[src/rtl/fm_pkg.sv]
// fm_pkg: shared types for the program-counter sequencer
package fm_pkg;
    localparam int PC_W_DEFAULT = 8;
    typedef logic [PC_W_DEFAULT-1:0] pc_t;
    typedef enum logic [1:0] {IDLE, RUN, HALTED} seq_state_t;
endpackage

[src/rtl/pc_stack.sv]
// pc_stack: LIFO return-address stack; push when full and pop when empty are dropped
module pc_stack #(
    parameter int W = 8,
    parameter int DEPTH = 4
) (
    input  logic         clk,
    input  logic         reset,
    input  logic         push,
    input  logic         pop,
    input  logic [W-1:0] din,
    output logic [W-1:0] dout,
    output logic         full,
    output logic         empty
);
    localparam int CW = $clog2(DEPTH + 1);
    localparam int AW = (DEPTH > 1) ? $clog2(DEPTH) : 1;
    logic [W-1:0] mem [DEPTH];
    logic [CW-1:0] cnt;
    logic [AW-1:0] wr_idx, top_idx;
    assign wr_idx = AW'(cnt);
    assign top_idx = AW'(cnt - 1'b1);
    assign full = cnt == CW'(DEPTH);
    assign empty = cnt == '0;
    assign dout = mem[top_idx];
    // entry storage, written at the current fill level
    always_ff @(posedge clk) begin
        if (push && !full)
            mem[wr_idx] <= din;
    end
    // fill level; reset empties the stack
    always_ff @(posedge clk) begin
        if (reset)
            cnt <= '0;
        else if (push && !full)
            cnt <= cnt + 1'b1;
        else if (pop && !empty)
            cnt <= cnt - 1'b1;
    end
endmodule

[src/rtl/pc_sequencer.sv]
// pc_sequencer: IDLE/RUN/HALTED program counter; optional return stack under PC_STACK_EN
module pc_sequencer
    import fm_pkg::*;
#(
    parameter int PC_W = PC_W_DEFAULT,
    parameter int STACK_DEPTH = 4
) (
    input  logic            clk,
    input  logic            reset,
    input  logic            start,
    input  logic [PC_W-1:0] start_addr,
    input  logic            halt,
    input  logic            stall,
    input  logic            jump_en,
    input  logic [PC_W-1:0] jump_addr,
    input  logic            branch_en,
    input  logic [7:0]      branch_off,
    input  logic            call_en,
    input  logic            ret_en,
    output logic [PC_W-1:0] pc,
    output logic            busy,
    output logic            done,
    output logic            stack_err
);
    seq_state_t state, state_next;
    logic [PC_W-1:0] pc_next, pc_inc, pc_br;
    assign pc_inc = pc + PC_W'(1);
    assign pc_br = pc + PC_W'($signed(branch_off));
`ifdef PC_STACK_EN
    logic push, pop, full, empty, err_set;
    logic [PC_W-1:0] dout;
    pc_stack #(.W(PC_W), .DEPTH(STACK_DEPTH)) u_stack (
        .clk(clk),
        .reset(reset),
        .push(push),
        .pop(pop),
        .din(pc_inc),
        .dout(dout),
        .full(full),
        .empty(empty)
    );
    // sticky stack fault, cleared only by reset
    always_ff @(posedge clk) begin
        if (reset)
            stack_err <= 1'b0;
        else if (err_set)
            stack_err <= 1'b1;
    end
`else
    logic unused_ctl;
    assign unused_ctl = call_en | ret_en | (STACK_DEPTH == 0);
    assign stack_err = 1'b0;
`endif
    // state, pc and status flags all registered; reset overrides everything
    always_ff @(posedge clk) begin
        if (reset) begin
            state <= IDLE;
            pc <= '0;
            busy <= 1'b0;
            done <= 1'b0;
        end else begin
            state <= state_next;
            pc <= pc_next;
            busy <= state_next == RUN;
            done <= state_next == HALTED;
        end
    end
    // start launches from IDLE or HALTED; halt is the only way out of RUN
    always_comb begin
        state_next = (state == RUN) ? (halt ? HALTED : RUN) : (start ? RUN : state);
    end
    // one pc action per cycle in fixed priority; controls other than start only act in RUN
    always_comb begin
        pc_next = pc;
`ifdef PC_STACK_EN
        push = 1'b0;
        pop = 1'b0;
        err_set = 1'b0;
`endif
        if (state != RUN)
            pc_next = start ? start_addr : pc;
        else if (halt || stall)
            pc_next = pc;
`ifdef PC_STACK_EN
        else if (call_en) begin
            pc_next = jump_addr;
            push = !full;
            err_set = full;
        end else if (ret_en) begin
            pc_next = empty ? pc_inc : dout;
            pop = !empty;
            err_set = empty;
        end
`endif
        else if (jump_en)
            pc_next = jump_addr;
        else if (branch_en)
            pc_next = pc_br;
        else
            pc_next = pc_inc;
    end
endmodule

[config.mk]
export PLATFORM = sky130hd
export DESIGN_NAME = pc_sequencer
export DESIGN_NICKNAME = d
export VERILOG_FILES = /design/src/rtl/fm_pkg.sv /design/src/rtl/pc_stack.sv /design/src/rtl/pc_sequencer.sv
export SDC_FILE = /design/constraint.sdc
export NUM_CORES = 1
export LEC_CHECK = 0
export CORE_UTILIZATION = 43
export DETAILED_ROUTE_END_ITERATION = 10
export GPL_ROUTABILITY_DRIVEN = 0
export PLACE_DENSITY = 0.84
export SETUP_SLACK_MARGIN = 0.05
export SYNTH_ARGS = -nofsm -noshare
export SYNTH_HDL_FRONTEND = slang
export SYNTH_SLANG_ARGS = --single-unit
[constraint.sdc]
create_clock -name clk -period 4.5 [get_ports clk]
set_input_delay 0.675 -clock clk [delete_from_list [all_inputs] [get_ports clk]]
set_output_delay 0.675 -clock clk [all_outputs]
set_load 0.01 [all_outputs]
**Yosys cells after proc, flatten, opt, wreduce, memory -nomap -nowiden**

Index checks and enable logic that the tools add are counted.
Widths: inputs -> output; s select.

- Flip-flop bits (word level): 12
- Input port bits: 33
- Logic and storage cells: 22

- Add/sub/neg operators: 2
- Eq/ne operators: 6
- Multiplexer cells: 8
- Reductions and logical operators: 2

Operator list:

| cell | count |
|---|---|
| $mux 8 | 5 |
| $add 8x1->8 const B | 1 |
| $add 8x8->8 | 1 |
| $mux 2 | 3 |
| $eq 2x1->1 const B | 2 |
| $ne 2x2->1 const B | 2 |
| $eq 2x2->1 const B | 1 |
| $ne 2x1->1 const B | 1 |
| $reduce_and 2->1 | 1 |
| $logic_or 1x1->1 | 1 |

**Logic depth before layout (Yosys ltp)**

- Word-level depth: 5
- Gate-level depth with buffers: 9
- Mapped depth without buffers: 9

**Worst setup path after synthesis**

OpenSTA, ideal clock, no wires.

- Kind: input to register
- Start: in branch_off[1]
- End: reg pc[7]
- Setup time: 95 ps
- Arrival: 2180 ps
- Slack: 2224 ps
- Cell stages on the path: 8
- Buffers on the path: 0
- Cells stage by stage: nand2_1 > inv_1 > ha_1 > a211o_1 > a221oi_1 > o21ai_0 > xnor2_1 > a221oi_1

- Longest elaborated chain between the ends: 5

RTL lines:

| item | line | source |
|---|---|---|
| from (decl) | pc_sequencer.sv:17 | `input logic [7:0] branch_off,` |
| $add 8x8->8 | pc_sequencer.sv:28 | `assign pc_br = pc + PC_W'($signed(branch_off));` |
| $mux 8 | pc_sequencer.sv:97 | `else if (branch_en)` |
| $mux 8 | pc_sequencer.sv:95 | `else if (jump_en)` |
| $mux 8 | pc_sequencer.sv:82 | `else if (halt \|\| stall)` |
| $mux 8 | pc_sequencer.sv:80 | `if (state != RUN)` |
| to (signal assigned) | pc_sequencer.sv:63 | `pc <= pc_next;` |
| to (decl) | pc_sequencer.sv:20 | `output logic [PC_W-1:0] pc,` |

No other way between the ends. The select of a mux whose other input is x is not followed.
A chain may end at the register's enable or synchronous reset.

**Final worst setup path**

- Start: in branch_en
- End: reg pc[7]

- Longest elaborated chain between the ends: 4

RTL lines:

| item | line | source |
|---|---|---|
| from (decl) | pc_sequencer.sv:16 | `input logic branch_en,` |
| $mux 8 | pc_sequencer.sv:97 |  |
| $mux 8 | pc_sequencer.sv:95 |  |
| $mux 8 | pc_sequencer.sv:82 |  |
| $mux 8 | pc_sequencer.sv:80 |  |

No other way between the ends. The select of a mux whose other input is x is not followed.

==> results.yml <==
status:
  status: "complete, no violations"
placement:
  portBuffers: 40
  dp_hpwl_mm: 1.94
  placed_cells: 174
timing:
  fin_worst_skew_ns: 0.00742
  min_period_ns: 3.03
  min_period_over_period_pct: 67.3
  timing.fmax_mhz: 330
  setup_violations: 0
  relSlewSlack_pct: 49.9
  finalHoldViolCount: 0
  slew_viol_final: 0
  rsz0062_at_grt: "false"
  worst_pin_slew_ns: 0.750
  setup_tns_ns: 0
clocking:
  cts_buffers: 3
  clkLatencyLatePin_ns: 0.28
  cts_resized: 0
  ctsHoldBuffers: 0
  cts_tree: "yes"
  path_clk_slew_ns: 0.09
  clockBufferDepth: 2
  cts_root_buf: "clkbuf_4"
  cts_setup_buffers: 0
  cts_sinks: 12
  cts_htree_levels: 1
power:
  p_leak_nw: 0.560
  vdd_drop_max_mv: 0.179
  seqPwrFrac_pct: 36.5
  p_int_mw: 0.236
  switching_power_mw: 0.104
  p_sw_share_pct: 30.6
  pwr-share-comb_pct: 37.2
  power_density_mw_per_mm2: 251
  power_frac_clock_pct: 26.3
final_layout:
  fillers: 160
  nets: 193
  drive_above_1_share_pct: 3.97
  instances_no_fill: 178
  diodes: 0
  ff_latch_area_um2: 240
  post-route-util_pct: 67.8
  area_growth_pct: 46.0
  multiInputGateArea_um2: 628
critical_path:
  critPathMaxStageDelay_ns: 0.63
  critical_path_required_ns: 4.68
  path_buf_inv: 2
  reg2reg_depth: 6
  worstSetupPathType: "input pin to flip-flop"
  arrival_ns: 3.21
  r2r-start: "pc[1]$_SDFFE_PP0P_"
  crit_chain: "clkdlybuf4s50_1, nand2_1, inv_1, ha_1, a211o_1, a221oi_1, o21ai_0, xnor2_1, a221oi_1"
  rrSetupSlack_ns: 2.31
  cp_max_fo: 8
  crit_top_cell: "a221oi_1"
  slowest_stage: "clkdlybuf4s50_1"
  r2r_end: "pc[7]$_SDFFE_PP0P_"
  critPathLaunchType: "input pin"
  critPathTopFamily: "compound AO/OA/AOI/OAI gates"
  cp-end-kind: "flip-flop"
detailed_routing:
  wirelength_mm: 2.51
  vias_per_cell: 5.52
  num_vias: 982
  drt-initial-drc-count: 15
  drc_errors: 0
  firstDrtPassIters: 4
  final_antenna_net_count: 0
  wire_per_inst_um: 14.1
die:
  fp.dieH_um: 48.5
  initial_core_util_pct: 46.4
  pin_count: 44
  die_area_mm2: 0.00235
  rows: 16
  core_mm2: 0.00200
  die_w_um: 48.5
logic_synthesis:
  yosysTopAreaCell: "dfxtp_1"
  synth_commonest_cells: "dfxtp_1, o21ai_0, nor2_1"
  ys_warn_count: 0
  syn_inst: 113
  synth_nets: 154
  ys_ff_latch: 12
  synthFlopType: "dfxtp_1"
  syn_area_per_cell_um2: 8.23
  postSynth.asyncResetShare_pct: 0
  ys_seq_area_share_pct: 25.8
  synth_area_um2: 930
  post-synth-top-count-cell: "dfxtp_1"
  synth_largest_type_area_fraction_pct: 25.8
  synth.distinct_cells: 40
  synthTopCellsByArea: "dfxtp_1, ha_1, o21ai_0"
  synth_edf_count: 0
global_routing:
  grt_pass1_wl_mm: 4.44
  grt_max_degree: 13
  antenna_found_initial: 0
  grt.total_usage_pct: 24.1
  grt_pass1_vias: 1004
  overflow: 0
flow_run:
  maxCapViolCount: 0
worst_hold_path:
  min_to: "pc[3]$_SDFFE_PP0P_"
  worstHoldPathType: "flip-flop to flip-flop"
  whs_path_depth: 2
  min-delay-start: "pc[3]$_SDFFE_PP0P_"
==> sequential cells by signal, summed over array words and instances, names as in the netlist <==
register / flops
state: 2
pc: 8
busy: 1
done: 1
==> power groups by stage <==
stage               sequential [mW]  combinational, mW  clock (mW)
floorplan                     0.130             0.0676           0
global placement              0.126              0.121           0
detailed placement            0.127              0.126           0
CTS                           0.124              0.126      0.0921
global route                  0.126              0.140      0.0976
finish                        0.124              0.127      0.0896
==> worst min-delay path, stage by stage (launching register included) <==
cell and delay, ns:
dfxtp_1 0.33, nor2_1 0.10, a311oi_1 0.05
==> cell type report <==
cell class,instances,area share [%]
Inverter,5,1.38
Clock buffer,4,2.67
Sequential cell,12,17.7
Timing Repair Buffer,40,29.5
Tap cell,27,2.49
Multi-Input combinational cell,90,46.3
==> placed cells by master (no fill, tap or decap), types with 2 or more instances in the layout <==
cell type        synthesis  final
a22oi_1                  3      3
a211o_1                  2      2
xor2_1                   3      3
ha_1                     7      7
o21a_1                   2      2
a211oi_1                 5      5
a21oi_1                  4      4
xnor2_1                  3      3
o22ai_1                  2      2
a221oi_1                 2      2
clkbuf_4                 0      3
clkdlybuf4s50_1          0     40
dfxtp_1                 12     12
o21ai_0                 10     10
nand2_1                  7      7
nor2_1                   9      9
nor2b_1                  4      4
nand2b_1                 3      3
and2_1                   6      6
inv_1                    5      5
==> stage by stage <==
step	power [mW]	setup slack [ns]	cell area [um2]	hold slack, ns
3_3_place_gp	0.247	1.37	1320	0.506
3_5_place_dp	0.252	1.22	1320	0.515
4_1_cts	0.343	1.51	1360	0.527
2_1_floorplan	0.197	2.22	930	0.520
5_1_grt	0.363	1.28	1360	0.548
6_report	0.341	1.47	1360	0.523
==> routing by layer <==
| metal | up-vias | share of wire, % | global-route usage, % |
|---|---|---|---|
| li1 | 483 | - | - |
| met1 | 454 | 42 | 29.1 |
| met2 | 39 | 49 | 41.8 |
| met3 | 6 | 7.3 | 4.09 |
| met4 | 0 | 1.8 | 10.8 |
| met5 | - | 0 | 0 |
==> kinds of logic after synthesis <==
family | Yosys count | share of synthesized area [%]
DFF | 12 | 25.8
buffers and inverters | 11 | 6.60
muxes | 1 | 1.08
other | 1 | 0.403
and+or+nand+nor | 36 | 20.7
adders and majority gates | 8 | 11.6
AOI/OAI and AO/OA | 38 | 28.1
xor gates and xnor gates | 6 | 5.65
==> how the worst max path moves through the flow <==
| stage | start | to | slack (ns) | depth (start not counted) |
|---|---|---|---|---|
| floorplan | branch_off[1] | pc[7]$_SDFFE_PP0P_ | 2.22 | 8 |
| global placement | branch_en | pc[7]$_SDFFE_PP0P_ | 1.37 | 9 |
| global route | branch_en | pc[7]$_SDFFE_PP0P_ | 1.28 | 9 |
| CTS | branch_en | pc[7]$_SDFFE_PP0P_ | 1.51 | 9 |
| finish | branch_en | pc[7]$_SDFFE_PP0P_ | 1.47 | 9 |
| detailed placement | branch_en | pc[7]$_SDFFE_PP0P_ | 1.22 | 9 |
Note: power is estimated with default switching activity, not from simulation.
